<file path="config.mk">
export PLATFORM = sky130hd
export DESIGN_NAME = wbuhostmux
export DESIGN_NICKNAME = d
export VERILOG_FILES = /design/src/rtl/wbuhostmux_pkg.sv /design/src/rtl/wbuhostmux_fifo.sv /design/src/rtl/wbuhostmux.sv
export SDC_FILE = /design/constraint.sdc
export NUM_CORES = 1
export LEC_CHECK = 0
export ABC_AREA = 1
export CORE_MARGIN = 4
export CORE_UTILIZATION = 27
export DETAILED_ROUTE_END_ITERATION = 7
export GPL_TIMING_DRIVEN = 0
export PLACE_DENSITY_LB_ADDON = 0.2
export SLEW_MARGIN = 40
export SYNTH_ARGS = -nofsm -noshare
export SYNTH_HDL_FRONTEND = slang
export SYNTH_HIERARCHICAL = 1
export SYNTH_SLANG_ARGS = --single-unit
</file>
<file path="constraint.sdc">
create_clock -name i_clk -period 4.81 [get_ports i_clk]
set_input_delay 0.962 -clock i_clk [delete_from_list [all_inputs] [get_ports i_clk]]
set_output_delay 0.962 -clock i_clk [all_outputs]
set_load 0.02 [all_outputs]
</file>
<file path="src/rtl/wbuhostmux_pkg.sv">
// Shared tag and payload definitions for the host-side debug-bus/console link mux.
package wbuhostmux_pkg;

  localparam logic TAG_CMD   = 1'b1;
  localparam logic TAG_CON   = 1'b0;
  localparam int   TAG_BIT   = 7;
  localparam int   PAYLOAD_W = 7;

  function automatic logic [PAYLOAD_W:0] tag_byte(input logic tag,
                                                  input logic [PAYLOAD_W-1:0] payload);
    return {tag, payload};
  endfunction

endpackage

</file>
<file path="src/rtl/wbuhostmux_fifo.sv">
// Synchronous FIFO for one inbound stream; pointers carry an extra wrap bit so
// full and empty are distinguished without a counter.
module wbuhostmux_fifo
  import wbuhostmux_pkg::*;
#(
  parameter int LGFIFO = 4
) (
  input  logic                 i_clk,
  input  logic                 i_reset_n,
  input  logic                 i_push,
  input  logic [PAYLOAD_W-1:0] i_data,
  input  logic                 i_pop,
  output logic [PAYLOAD_W-1:0] o_data,
  output logic                 o_full,
  output logic                 o_empty_n
);

  logic [PAYLOAD_W-1:0] mem [1<<LGFIFO];
  logic [LGFIFO:0]      wr_ptr;
  logic [LGFIFO:0]      rd_ptr;
  logic                 do_push;
  logic                 do_pop;

  assign o_empty_n = (wr_ptr != rd_ptr);
  assign o_full    = (wr_ptr[LGFIFO] != rd_ptr[LGFIFO]) &&
                     (wr_ptr[LGFIFO-1:0] == rd_ptr[LGFIFO-1:0]);
  assign do_pop    = i_pop && o_empty_n;
  // A pop frees the slot on the same edge, so a full FIFO still takes the push.
  assign do_push   = i_push && (!o_full || do_pop);
  assign o_data    = mem[rd_ptr[LGFIFO-1:0]];

  always_ff @(posedge i_clk or negedge i_reset_n) begin
    if (!i_reset_n) begin
      wr_ptr <= '0;
      rd_ptr <= '0;
    end else begin
      if (do_push)
        wr_ptr <= wr_ptr + {{LGFIFO{1'b0}}, 1'b1};
      if (do_pop)
        rd_ptr <= rd_ptr + {{LGFIFO{1'b0}}, 1'b1};
    end
  end

  always_ff @(posedge i_clk) begin
    if (do_push)
      mem[wr_ptr[LGFIFO-1:0]] <= i_data;
  end

endmodule

</file>
<file path="src/rtl/wbuhostmux.sv">
// Host-side link mux: tags and merges outbound cmd/console bytes, splits inbound
// bytes by tag into two FIFOs. Define WBUHOSTMUX_FAIR_ARB_EN for round-robin TX arbitration.
module wbuhostmux
  import wbuhostmux_pkg::*;
#(
  parameter int LGFIFO = 4,
  parameter int DROPW  = 8
) (
  input  logic                 i_clk,
  input  logic                 i_reset_n,
  input  logic                 i_cmd_stb,
  input  logic [PAYLOAD_W-1:0] i_cmd_data,
  output logic                 o_cmd_busy,
  input  logic                 i_con_stb,
  input  logic [PAYLOAD_W-1:0] i_con_data,
  output logic                 o_con_busy,
  output logic                 o_tx_stb,
  output logic [PAYLOAD_W:0]   o_tx_data,
  input  logic                 i_tx_busy,
  input  logic                 i_rx_stb,
  input  logic [PAYLOAD_W:0]   i_rx_data,
  output logic                 o_rcmd_stb,
  output logic [PAYLOAD_W-1:0] o_rcmd_data,
  input  logic                 i_rcmd_busy,
  output logic                 o_rcon_stb,
  output logic [PAYLOAD_W-1:0] o_rcon_data,
  input  logic                 i_rcon_busy,
  output logic [DROPW-1:0]     o_drop_cnt
);

  logic tx_free;
  logic prefer_con;
  logic grant_cmd;
  logic grant_con;

  assign tx_free    = !o_tx_stb || !i_tx_busy;
  assign o_cmd_busy = !tx_free || (i_con_stb && prefer_con);
  assign o_con_busy = !tx_free || (i_cmd_stb && !prefer_con);
  assign grant_cmd  = i_cmd_stb && !o_cmd_busy;
  assign grant_con  = i_con_stb && !o_con_busy;

  always_ff @(posedge i_clk or negedge i_reset_n) begin
    if (!i_reset_n) begin
      o_tx_stb  <= 1'b0;
      o_tx_data <= '0;
    end else if (grant_cmd) begin
      o_tx_stb  <= 1'b1;
      o_tx_data <= tag_byte(TAG_CMD, i_cmd_data);
    end else if (grant_con) begin
      o_tx_stb  <= 1'b1;
      o_tx_data <= tag_byte(TAG_CON, i_con_data);
    end else if (!i_tx_busy) begin
      o_tx_stb  <= 1'b0;
    end
  end

`ifdef WBUHOSTMUX_FAIR_ARB_EN
  always_ff @(posedge i_clk or negedge i_reset_n) begin
    if (!i_reset_n)
      prefer_con <= 1'b0;
    else if (grant_cmd || grant_con)
      prefer_con <= !prefer_con;
  end
`else
  assign prefer_con = 1'b0;
`endif

  logic push_cmd, push_con, pop_cmd, pop_con, full_cmd, full_con, drop;

  assign push_cmd = i_rx_stb && (i_rx_data[TAG_BIT] == TAG_CMD);
  assign push_con = i_rx_stb && (i_rx_data[TAG_BIT] == TAG_CON);
  assign pop_cmd  = o_rcmd_stb && !i_rcmd_busy;
  assign pop_con  = o_rcon_stb && !i_rcon_busy;
  assign drop     = (push_cmd && full_cmd && !pop_cmd) ||
                    (push_con && full_con && !pop_con);

  wbuhostmux_fifo #(.LGFIFO(LGFIFO)) u_cmd_fifo (
    .i_clk     (i_clk),
    .i_reset_n (i_reset_n),
    .i_push    (push_cmd),
    .i_data    (i_rx_data[PAYLOAD_W-1:0]),
    .i_pop     (pop_cmd),
    .o_data    (o_rcmd_data),
    .o_full    (full_cmd),
    .o_empty_n (o_rcmd_stb)
  );

  wbuhostmux_fifo #(.LGFIFO(LGFIFO)) u_con_fifo (
    .i_clk     (i_clk),
    .i_reset_n (i_reset_n),
    .i_push    (push_con),
    .i_data    (i_rx_data[PAYLOAD_W-1:0]),
    .i_pop     (pop_con),
    .o_data    (o_rcon_data),
    .o_full    (full_con),
    .o_empty_n (o_rcon_stb)
  );

  // Saturate rather than wrap so a large loss never reads back as a small one.
  always_ff @(posedge i_clk or negedge i_reset_n) begin
    if (!i_reset_n)
      o_drop_cnt <= '0;
    else if (drop && (o_drop_cnt != {DROPW{1'b1}}))
      o_drop_cnt <= o_drop_cnt + {{(DROPW-1){1'b0}}, 1'b1};
  end

endmodule

</file>
==> results of run 1 <==
## how the worst min path moves through the flow
stage                                    start              endpoint  slack, ps  cells after the start
final                                i_reset_n          o_tx_data[7]        190                      1
after floorplan           u_cmd_fifo/wr_ptr[4]  u_cmd_fifo/wr_ptr[4]        500                      2
after global placement            o_tx_data[5]          o_tx_data[5]        480                      2
after detailed placement          o_tx_data[5]          o_tx_data[5]        480                      2
after CTS                            i_reset_n          o_tx_data[7]        150                      1
after global routing                 i_reset_n          o_tx_data[7]        160                      1
## cell type report
class | count | area, um2 | area share, %
inverters | 53 | 199 | 1.45
well taps | 539 | 674 | 4.93
clock inverters | 20 | 161 | 1.18
clock buffers | 36 | 795 | 5.80
multi-input cells | 699 | 3310 | 24.2
repair buffers | 66 | 661 | 4.83
flip-flops and latches | 261 | 7650 | 55.9
plain buffers | 45 | 238 | 1.74
## layer usage
| metal | GRT usage [%] | vias up | part of all wire [%] |
|---|---|---|---|
| met5 | 0 | - | 0 |
| met4 | 2.78 | 0 | 1.9 |
| met3 | 1.99 | 36 | 3.7 |
| met2 | 22.6 | 139 | 49 |
| met1 | 17.5 | 3838 | 45 |
| li1 | - | 3840 | - |
## synth_stat cells, drive strengths merged
| library cell | number |
|---|---|
| a21oi | 7 |
| buf | 23 |
| clkbuf | 22 |
| dfrtp | 37 |
| edfxtp | 224 |
| ha | 11 |
| inv | 53 |
| nand2 | 215 |
| nand3 | 42 |
| nand3b | 2 |
| nand4 | 4 |
| nor2 | 214 |
| nor3 | 1 |
| o211ai | 28 |
| o21ai | 145 |
| o22ai | 14 |
| xnor2 | 8 |
| xor2 | 8 |
## worst max-delay path: stages, from the launching register on
cell             delay [ps]
dfrtp_1                 500
inv_2                   130
buf_4                   180
clkbuf_1                450
o21ai_0                 180
o211ai_1                150
nand3_1                 150
nand2_1                 150
clkdlybuf4s50_1         620
## cell families (layout without fill, tap and decap cells)
logic type      count (synthesis)  count (layout)  share of synthesized area [%]
compound gates                194             194                           9.29
xor+xnor                       16              16                           1.23
fa+ha+maj                      11              11                           1.21
buf+inv                        98             220                           3.83
flops                         261             261                           67.1
simple gates                  478             478                           17.3
## registers in the layout (all words and copies together) (netlist names)
| signal | flops |
|---|---|
| u_cmd_fifo/rd_ptr | 5 |
| u_cmd_fifo/wr_ptr | 5 |
| o_drop_cnt | 8 |
| u_cmd_fifo/mem | 112 |
| o_tx_stb | 1 |
| o_tx_data | 8 |
| u_con_fifo/mem | 112 |
| u_con_fifo/wr_ptr | 5 |
| u_con_fifo/rd_ptr | 5 |
## power by group through the flow
stage | Combinational, W | Sequential [W] | Clock (W)
4_1_cts | 0.00275 | 0.00273 | 0.00229
2_1_floorplan | 0.00168 | 0.00276 | 0
5_1_grt | 0.00303 | 0.00275 | 0.00238
3_3_place_gp | 0.00275 | 0.00278 | 0
3_5_place_dp | 0.00274 | 0.00278 | 0
6_report | 0.00270 | 0.00273 | 0.00221
## stage by stage
step                total power, W  hold slack [ps]  instance area (um2)  setup WS [ps]
global route               0.00815              163                13700            461
CTS                        0.00777              151                13700            673
finish                     0.00764              186                13700            762
floorplan                  0.00444              500                11400           2340
detailed placement         0.00552              481                12700           1300
global placement           0.00552              482                12700           1290
==> summary.md, run 1 <==
| Metric | Value |
|---|---|
| Outcome | finished, final reports clean |
| Max Freq | 247 MHz |
| DR iter-0 viols | approximately 540 |
| Comb pwr share | a little over a third |
| Synth Cell Area | 11,400 um2 |
| Minimum clock period | slightly above 4000 ps |
| Period utilisation layout | 84.1% |
| Max H-tree Level | 1 |
| Number of port buffers | 63 |
| Clk slew on worst S/H paths | 60 ps |
| Warnings, synthesis | 6 |
| Leakage power figure | approximately 4.9 nW |
| Setup Buffers After CTS | 0 |
| Share of layout cells above drive strength 1 | under 10% |
| Hold_buf cts | 0 |
| Cell count after synthesis | 1,058 |
| Worst setup EP type | output port |
| FF-to-FF Start | u_cmd_fifo/rd_ptr[1] |
| R2r worst-path depth | 13 |
| Syn_nets | 1,099 |
| Switch Pwr | 0.00284 W |
| Post-CTS resize count | 0 |
| Routed vias | 7,853 |
| Vias per cell | around 4.6 |
| Commonest non-fill, non-tap cell in the layout | edfxtp_1 |
| ANT cells | 0 |
| Seq pwr share | between 30% and 40% |
| Fraction of power spent switching nets | 37.2% |
| Syn Area/Cell | 10.8 um2 |
| Chip height | 213 um |
| Worst flop-to-flop path endpoint | u_cmd_fifo/mem[10][2] |
| Global-route wire length before repair | 46.3 mm |
| Vias in the first global route | a little under 8,000 |
| Critical Path Start | u_cmd_fifo/rd_ptr[0] |
| Synth Register Bits | roughly 260 |
| TritonRoute pass-1 iters | 5 |
| Commonest cells after routing, fill and taps aside | 224 x edfxtp_1, 208 x nor2_1, 207 x nand2_1 |
| Residual DRC | 0 |
| Routed len/inst | 17.5 um |
| GP Congestion | about 0.76 |
| Final core occ | 32.7% |
| Final net count | 1,197 |
| Initial antenna violation count | 0 |
| Die extent in x | 213 um |
| Max-cap viol count | 0 |
| P&R area growth vs syn | 20.1% |
| Clock Tree Buf Depth | 3 |
| Critical Path RT | 3850 ps |
| CTS Buf Count | 30 |
| R2R setup slack | approximately 1800 ps |
| Worst-path fanout max | 10 |
| Die ar. | 45,600 um2 |
| Max-slew headroom | 45.0% |
| Top cell type's share of synthesized area | 59.0% |
| CP Launch Type | flip-flop |
| Clock share of power | 28.9% |
| Post-placement cell count | 1,663 |
| Unique masters post-synth | 28 |
| Setup TNS | 0 ps |
| Worst Max-Slew Pin Slew | just over 800 ps |
| Worst setup path end | o_rcmd_data[0] |
| Core Rows | 75 |
| Pwr/cell area | about 560 nW/um2 |
| # setup viols final | 0 |
| Critical Path AT | 3090 ps |
| Register area share after synthesis | 67.1% |
| Hold Path Class | in2async |
| Global-route usage over all layers | 13.1% |
| TritonCTS clock tree | done |
| Cell internal pwr | 0.00480 W |
| Largest area contributor in the netlist | edfxtp_1 |
| # fillers | 4,288 |
| Root buffer cell | clkbuf_16 |
| Core Region | 41,900 um2 |
| Worst-Skew Late Latency | 560 ps |
| Initial Util | 27.2% |
| Total gr overflow | 0 |
| DP HPWL | 20.1 mm |
| Unrepaired setup endpoints after global routing | no |
| Antenna viol nets, final | 0 |
| Max VDD drop | 0.291 mV |
| DRT Wirelength | 30.1 mm |
| Final hold violations | 0 |
| Ports | 65 |
| Finished Layout Cells | 1,719 |
| Clock skew | 13.1 ps |
| Clock sink count | 261 |
| Maximum number of pins on one net before global-route repair | 36 |
| Critical Setup Path Class | reg2out |
| Top cells by area, synth | edfxtp_1 59%, dfrtp_1 8.1%, nor2_1 6.9% |
| Pins Over Slew Limit | 0 |
No activity file was read; power rests on OpenSTA's default activity.
==> inputs of run 2 (changes only) <==
- clock period: 4.81 -> 3.82 ns (I/O delays scaled with it)
==> run 2 against run 1 <==
  * Cell count is essentially flat
  * Register-to-register slack lost 1000 ps
  * Via count is essentially flat
  * Flip-flop and latch count is the same
  * Utilization grew 0.057 points
  * Global-route usage is essentially flat
  * Wire length shrank 0.10%
  * Sequential share of layout area shrank 0.088 points
  * Die area is the same
  * Largest cell class unchanged
==> summary.md, run 2 (synthesis results as in run 1) <==
| Metric | Value |
|---|---|
| Number of port buffers | 63 (unchanged) |
| Initial Util | 27.2% (unchanged) |
| Worst-Skew Late Latency | 550 ps (about the same) |
| Ports | 65 (unchanged) |
| Period utilisation layout | 95.7% |
| Die extent in x | 213 um (unchanged) |
| TritonRoute pass-1 iters | 6 (+1) |
| FF-to-FF Start | u_cmd_fifo/rd_ptr[1] |
| Hold Path Class | reg2reg |
| DR iter-0 viols | 535 (-1.3%) |
| CP Launch Type | flip-flop |
| Worst Max-Slew Pin Slew | 828 ps (+5.79 ps) |
| Vias per cell | 4.57 (about the same) |
| Post-Place Setup Slack | 503 ps (-792 ps) |
| Max-slew headroom | 44.6% (-0.39 points) |
| Hold EP | o_tx_data[5] |
| Clock skew | 12.1 ps (-1.01 ps) |
| Clk slew on worst S/H paths | 60 ps (about the same) |
| Max H-tree Level | 1 (unchanged) |
| Max VDD drop | 0.367 mV (+26%) |
| Commonest non-fill, non-tap cell in the layout | edfxtp_1 |
| Leakage power figure | 4.97 nW (+0.65%) |
| Antenna viol nets, final | 0 (unchanged) |
| Pwr/cell area | 703 nW/um2 (+26%) |
| Unrepaired setup endpoints after global routing | no |
| TritonCTS clock tree | done |
| Total gr overflow | 0 (unchanged) |
| DP HPWL | 20.1 mm (unchanged) |
| Chip height | 213 um (unchanged) |
| # fillers | 4,286 (-0.047%) |
| Dpl cell area | 12,700 um2 (unchanged) |
| Clock sink count | 261 (unchanged) |
| Global-route usage over all layers | 13.1% (about the same) |
| Critical Path AT | 2890 ps (-200 ps) |
| Setup TNS | 0 ps (unchanged) |
| Max-cap viol count | 0 (unchanged) |
| Worst-path fanout max | 10 (unchanged) |
| CTS Buf Count | 30 (unchanged) |
| Core Region | 41,900 um2 (unchanged) |
| Minimum clock period | 3660 ps |
| GP Congestion | 0.759 (unchanged) |
| Final hold violations | 0 (unchanged) |
| Max Freq | about 270 MHz |
| DRT Wirelength | 30.1 mm (-0.10%) |
| Final net count | 1,198 (+0.084%) |
| Pins Over Slew Limit | 0 (unchanged) |
| P&R area growth vs syn | 20.3% |
| Routed len/inst | 17.5 um (-0.16%) |
| # setup viols final | 0 (unchanged) |
| Outcome | finished, final reports clean |
| R2R setup slack | 750 ps (-1010 ps) |
| Core Rows | 75 (unchanged) |
| Residual DRC | 0 (unchanged) |
| Vias in the first global route | 7,880 (+0.038%) |
| Maximum number of pins on one net before global-route repair | 36 (unchanged) |
| ANT cells | 0 (unchanged) |
| Post-route cell area | 13,700 um2 (+0.17%) |
| Critical Setup Path Class | reg2out |
| Hold path startpoint | o_tx_data[5] |
| Die ar. | 45,600 um2 (unchanged) |
| Root buffer cell | clkbuf_16 |
| Worst setup EP type | output port |
| Share of layout cells above drive strength 1 | 10.1% (+0.92 points) |
| Global-route wire length before repair | 46.3 mm (about the same) |
| Routed vias | 7,854 (+0.013%) |
| Critical Path RT | 3060 ps (-790 ps) |
| Setup ws final | 165 ps (-597 ps) |
| WHS Path Cells | 2 |
| Clock Tree Buf Depth | 3 (unchanged) |
| Commonest cells after routing, fill and taps aside | 224 x edfxtp_1, 208 x nor2_1, 207 x nand2_1 |
| Setup Buffers After CTS | 0 (unchanged) |
| Worst flop-to-flop path endpoint | u_cmd_fifo/mem[13][6] |
| R2r worst-path depth | 13 (unchanged) |
| Initial antenna violation count | 0 (unchanged) |
## run 2: metal layers
layer / global-route usage [%] / share of wire [%] / up-vias
met3: 1.99 / 3.4 / 37
met4: 2.78 / 1.9 / 0
met1: 17.5 / 45 / 3843
met2: 22.6 / 49 / 135
met5: 0 / 0 / -
li1: - / - / 3839
## run 2: power breakdown
part	total, W	switching (W)	internal, W
combinational	0.00341	0.00227	0.00114
clock	0.00279	0.00117	0.00162
sequential	0.00344	0.000142	0.00330
total	0.00964	0.00358	0.00606
## run 2: through the flow
stage / hold WS [ps] / cells / total power, W / utilization [%]
5_1_grt: 529 / 1720 / 0.0103 / 32.8
6_report: 492 / 1720 / 0.00964 / 32.8
2_1_floorplan: 468 / 1058 / 0.00559 / -
3_3_place_gp: 482 / 1660 / 0.00696 / 30.3
3_5_place_dp: 481 / 1663 / 0.00695 / 30.4
4_1_cts: 492 / 1720 / 0.00979 / 32.7
## run 2: cell type report
| type | count | area, um2 | area share [%] |
|---|---|---|---|
| buffer | 45 | 250 | 1.83 |
| clock buffer | 36 | 795 | 5.79 |
| clock inverter | 20 | 161 | 1.18 |
| inverter | 53 | 199 | 1.45 |
| multi-input combinational | 699 | 3310 | 24.1 |
| sequential | 261 | 7650 | 55.8 |
| tap | 539 | 674 | 4.92 |
| timing repair buffer | 67 | 671 | 4.89 |
## run 2: how the worst max path moves through the flow
stage / start / end / slack, ps / cells past startpoint
after global routing: u_cmd_fifo/rd_ptr[0] / o_rcmd_data[6] / 4 / 9
after CTS: u_cmd_fifo/rd_ptr[1] / o_rcmd_data[2] / 10 / 10
after global placement: u_cmd_fifo/rd_ptr[0] / o_rcmd_data[0] / 500 / 8
after floorplan: u_con_fifo/rd_ptr[1] / u_con_fifo/mem[12][0] / 1350 / 13
after detailed placement: u_cmd_fifo/rd_ptr[0] / o_rcmd_data[0] / 500 / 8
final: u_con_fifo/rd_ptr[0] / o_rcon_data[4] / 160 / 8
## run 2: timing repair
action                                 4_1_cts  5_1_grt
setup endpoints to repair                    7       11
hold buffers                                 1        0
resized for setup                            4       12
pin swaps                                    0        0
endpoints found under the hold margin        2        0
## run 2: critical path: stages, from the launching register on
cell and delay [ps]:
dfrtp_1 500, inv_2 140, buf_4 200, buf_2 270
nor2_1 70, o211ai_1 250, nand3_1 170, nand2_1 130
clkdlybuf4s50_1 610
==> inputs of run 3 (changes only) <==
- CORE_UTILIZATION: 27 -> 60
==> run 3 against run 2 <==
  * Flip-flop and latch count is the same
  * Clock power is essentially flat
  * Largest power group unchanged
  * Total power shrank 0.66%
  * Global-route usage grew 12 points
  * Critical path type unchanged
  * Highest routed layer unchanged
  * First-iteration DRC count grew 44%
==> summary.md, run 3 (synthesis results as in run 1) <==
| Metric | Value |
|---|---|
| Final core occ | 70.8% (+38 points) |
| Most frequent CP cell | nand2_1 |
| Root buffer cell | clkbuf_16 |
| Routed len/inst | 19.7 um (+13%) |
| Clock sink count | 261 (unchanged) |
| Met2 GRT Util | 44.2% (+22 points) |
| Crit path largest cell delay | 620 ps (about the same) |
| Worst path slowest cell | clkdlybuf4s50_1 |
| Clk slew on worst S/H paths | 60 ps (about the same) |
| Critical Setup Path Class | reg2out |
| Critical Path RT | 3060 ps (about the same) |
| Vias in the first global route | 7,835 (-0.57%) |
| Chip height | 146 um (-32%) |
| Critical Path AT | 2940 ps (+50 ps) |
| Worst setup EP type | output port |
| Commonest cells after routing, fill and taps aside | 224 x edfxtp_1, 208 x nor2_1, 207 x nand2_1 |
| # fillers | 1,352 (-68%) |
| Number of port buffers | 63 (unchanged) |
| DRT Wirelength | 27.5 mm (-8.3%) |
| Outcome | finished, final reports clean |
| Maximum number of pins on one net before global-route repair | 38 (+5.6%) |
| Leakage power figure | 4.92 nW (-0.92%) |
| Die ar. | 21,300 um2 (-53%) |
| P&R area growth vs syn | 16.2% |
| Vias per cell | 5.80 (+27%) |
| Pwr/cell area | 723 nW/um2 (+2.8%) |
| Clock skew | 13.3 ps (+1.19 ps) |
| Reg area | 7650 um2 (about the same) |
| Setup Buffers After CTS | 0 (unchanged) |
| # setup viols final | 0 (unchanged) |
| Finished Layout Cells | 1,401 (-19%) |
| Multi-input gate area | 3310 um2 (unchanged) |
| Post-placement cell count | 1,356 (-18%) |
| Pins Over Slew Limit | 0 (unchanged) |
| Worst-path fanout max | 10 (unchanged) |
| Post-route cell area | 13,200 um2 (-3.4%) |
| GRT Max-Usage Layer | met2 |
| CP Launch Type | flip-flop |
| Antenna viol nets, final | 0 (unchanged) |
| M1 GR Usage | 33.4% (+16 points) |
| TritonRoute pass-1 iters | 6 (unchanged) |
| ANT cells | 0 (unchanged) |
| Clock Tree Buf Depth | 3 (unchanged) |
| Dpl cell area | 12,300 um2 (-3.4%) |
| Core Rows | 50 (-33%) |
| DR iter-0 viols | 770 (+44%) |
| Commonest non-fill, non-tap cell in the layout | edfxtp_1 |
| Initial antenna violation count | 0 (unchanged) |
| Setup TNS | 0 ps (unchanged) |
| Period utilisation layout | 96.9% (+1.2 points) |
| Global-route usage over all layers | 25.4% (+12 points) |
| Core Region | 18,700 um2 (-55%) |
| Met3 Use GR | 3.33% (+1.3 points) |
| Max H-tree Level | 1 (unchanged) |
| Die extent in x | 146 um (-32%) |
| Crit path max-delay family | buffers and inverters |
| Worst path bufs/invs | 4 (unchanged) |
| Unrepaired setup endpoints after global routing | no |
| Initial Util | 60.9% (+34 points) |
| Max Freq | 270 MHz (-1.3%) |
| Hold_ws | 204 ps (-287 ps) |
| CTS Buf Count | 26 (-13%) |
| Final net count | 1,190 (-0.67%) |
| DP HPWL | 17.6 mm (-13%) |
| Max VDD drop | 0.590 mV (+61%) |
| Ports | 65 (unchanged) |
| Max-slew headroom | 47.1% (+2.6 points) |
| Routed vias | 8,126 (+3.5%) |
| TritonCTS clock tree | done |
| Worst Max-Slew Pin Slew | 790 ps (-38.4 ps) |
| Global-route wire length before repair | 42.5 mm (-8.1%) |
| GP Congestion | 0.842 (+11%) |
| Minimum clock period | 3700 ps (+46.4 ps) |
| Residual DRC | 0 (unchanged) |
| Worst-Skew Late Latency | 520 ps (-30 ps) |
| Total gr overflow | 0 (unchanged) |
| Critical-path cell list | inv_2 -> clkbuf_1 -> o21ai_0 -> o21ai_0 -> nand2_1 -> nand2_1 -> inv_1 -> nand2_1 -> clkdlybuf4s50_1 |
| Share of layout cells above drive strength 1 | 8.83% (-1.3 points) |
| Max-cap viol count | 0 (unchanged) |
| Final hold violations | 0 (unchanged) |
| Hold Path Class | in2async |
[run 3: cell count changes in the layout (fill, tap and decap cells not counted), moves of 3 or more]
cell | before | now
clkinv_2 | 8 | 4
bufinv_16 | 2 | 7
clkinvlp_4 | 5 | 2
clkbuf_2 | 10 | 4
clkbuf_16 | 31 | 27
[run 3: worst paths after layout]
| kind | from | end | slack, ps | cells after the start |
|---|---|---|---|---|
| max reg2reg | u_con_fifo/rd_ptr[1] | u_con_fifo/mem[12][2] | 780 | 13 |
| max | u_cmd_fifo/rd_ptr[0] | o_rcmd_data[5] | 120 | 9 |
| min reg2reg | o_tx_data[3] | o_tx_data[3] | 490 | 2 |
| max in group asynchronous | i_reset_n | u_cmd_fifo/wr_ptr[3] | 3250 | 1 |
| min | i_reset_n | o_drop_cnt[5] | 200 | 1 |
| min in group i_clk | o_tx_data[3] | o_tx_data[3] | 490 | 2 |
[run 3: power by group]
part	switching, W	leakage [nW]	internal, W
sequential	0.000140	2.49	0.00330
clock	0.00104	0.457	0.00175
combinational	0.00222	1.97	0.00113
total	0.00340	4.92	0.00618
[run 3: what timing repair did]
| action | 4_1_cts | 5_1_grt |
|---|---|---|
| resized for setup | 0 | 8 |
| setup endpoints to repair | 0 | 10 |
| hold buffers | 0 | 0 |
[run 3: layer usage]
layer  wire length, um  vias to the layer above
li1                  -                     3820
met5                 0                        -
met4               748                        0
met1             11100                     3931
met3              1600                       54
met2             14100                      321
[run 3: worst register-to-register path: stages (launching register included)]
cell and delay [ps]:
dfrtp_1 380, buf_4 170, inv_2 250, nand2_1 100, nand2_1 120, nor2_4 60, nand3_1 180, inv_1 60
nor2_1 190, inv_1 110, nand4_4 140, nand2_2 90, buf_4 200, nor2_1 610
[run 3: cell type report]
cell class / instances / area share, %
Multi-Input combinational cell: 699 / 25.0
Clock buffer: 28 / 5.13
Sequential cell: 261 / 57.8
Inverter: 53 / 1.50
Tap cell: 234 / 2.21
Timing Repair Buffer: 64 / 4.63
Buffer: 44 / 1.80
Clock inverter: 18 / 1.99
[run 3: through the flow]
| step | total power (W) | setup slack, ps |
|---|---|---|
| after global routing | 0.0101 | 0.299 |
| after detailed placement | 0.00679 | 610 |
| final | 0.00958 | 119 |
| after global placement | 0.00671 | 705 |
| after floorplan | 0.00559 | 1350 |
| after CTS | 0.00959 | 32.4 |
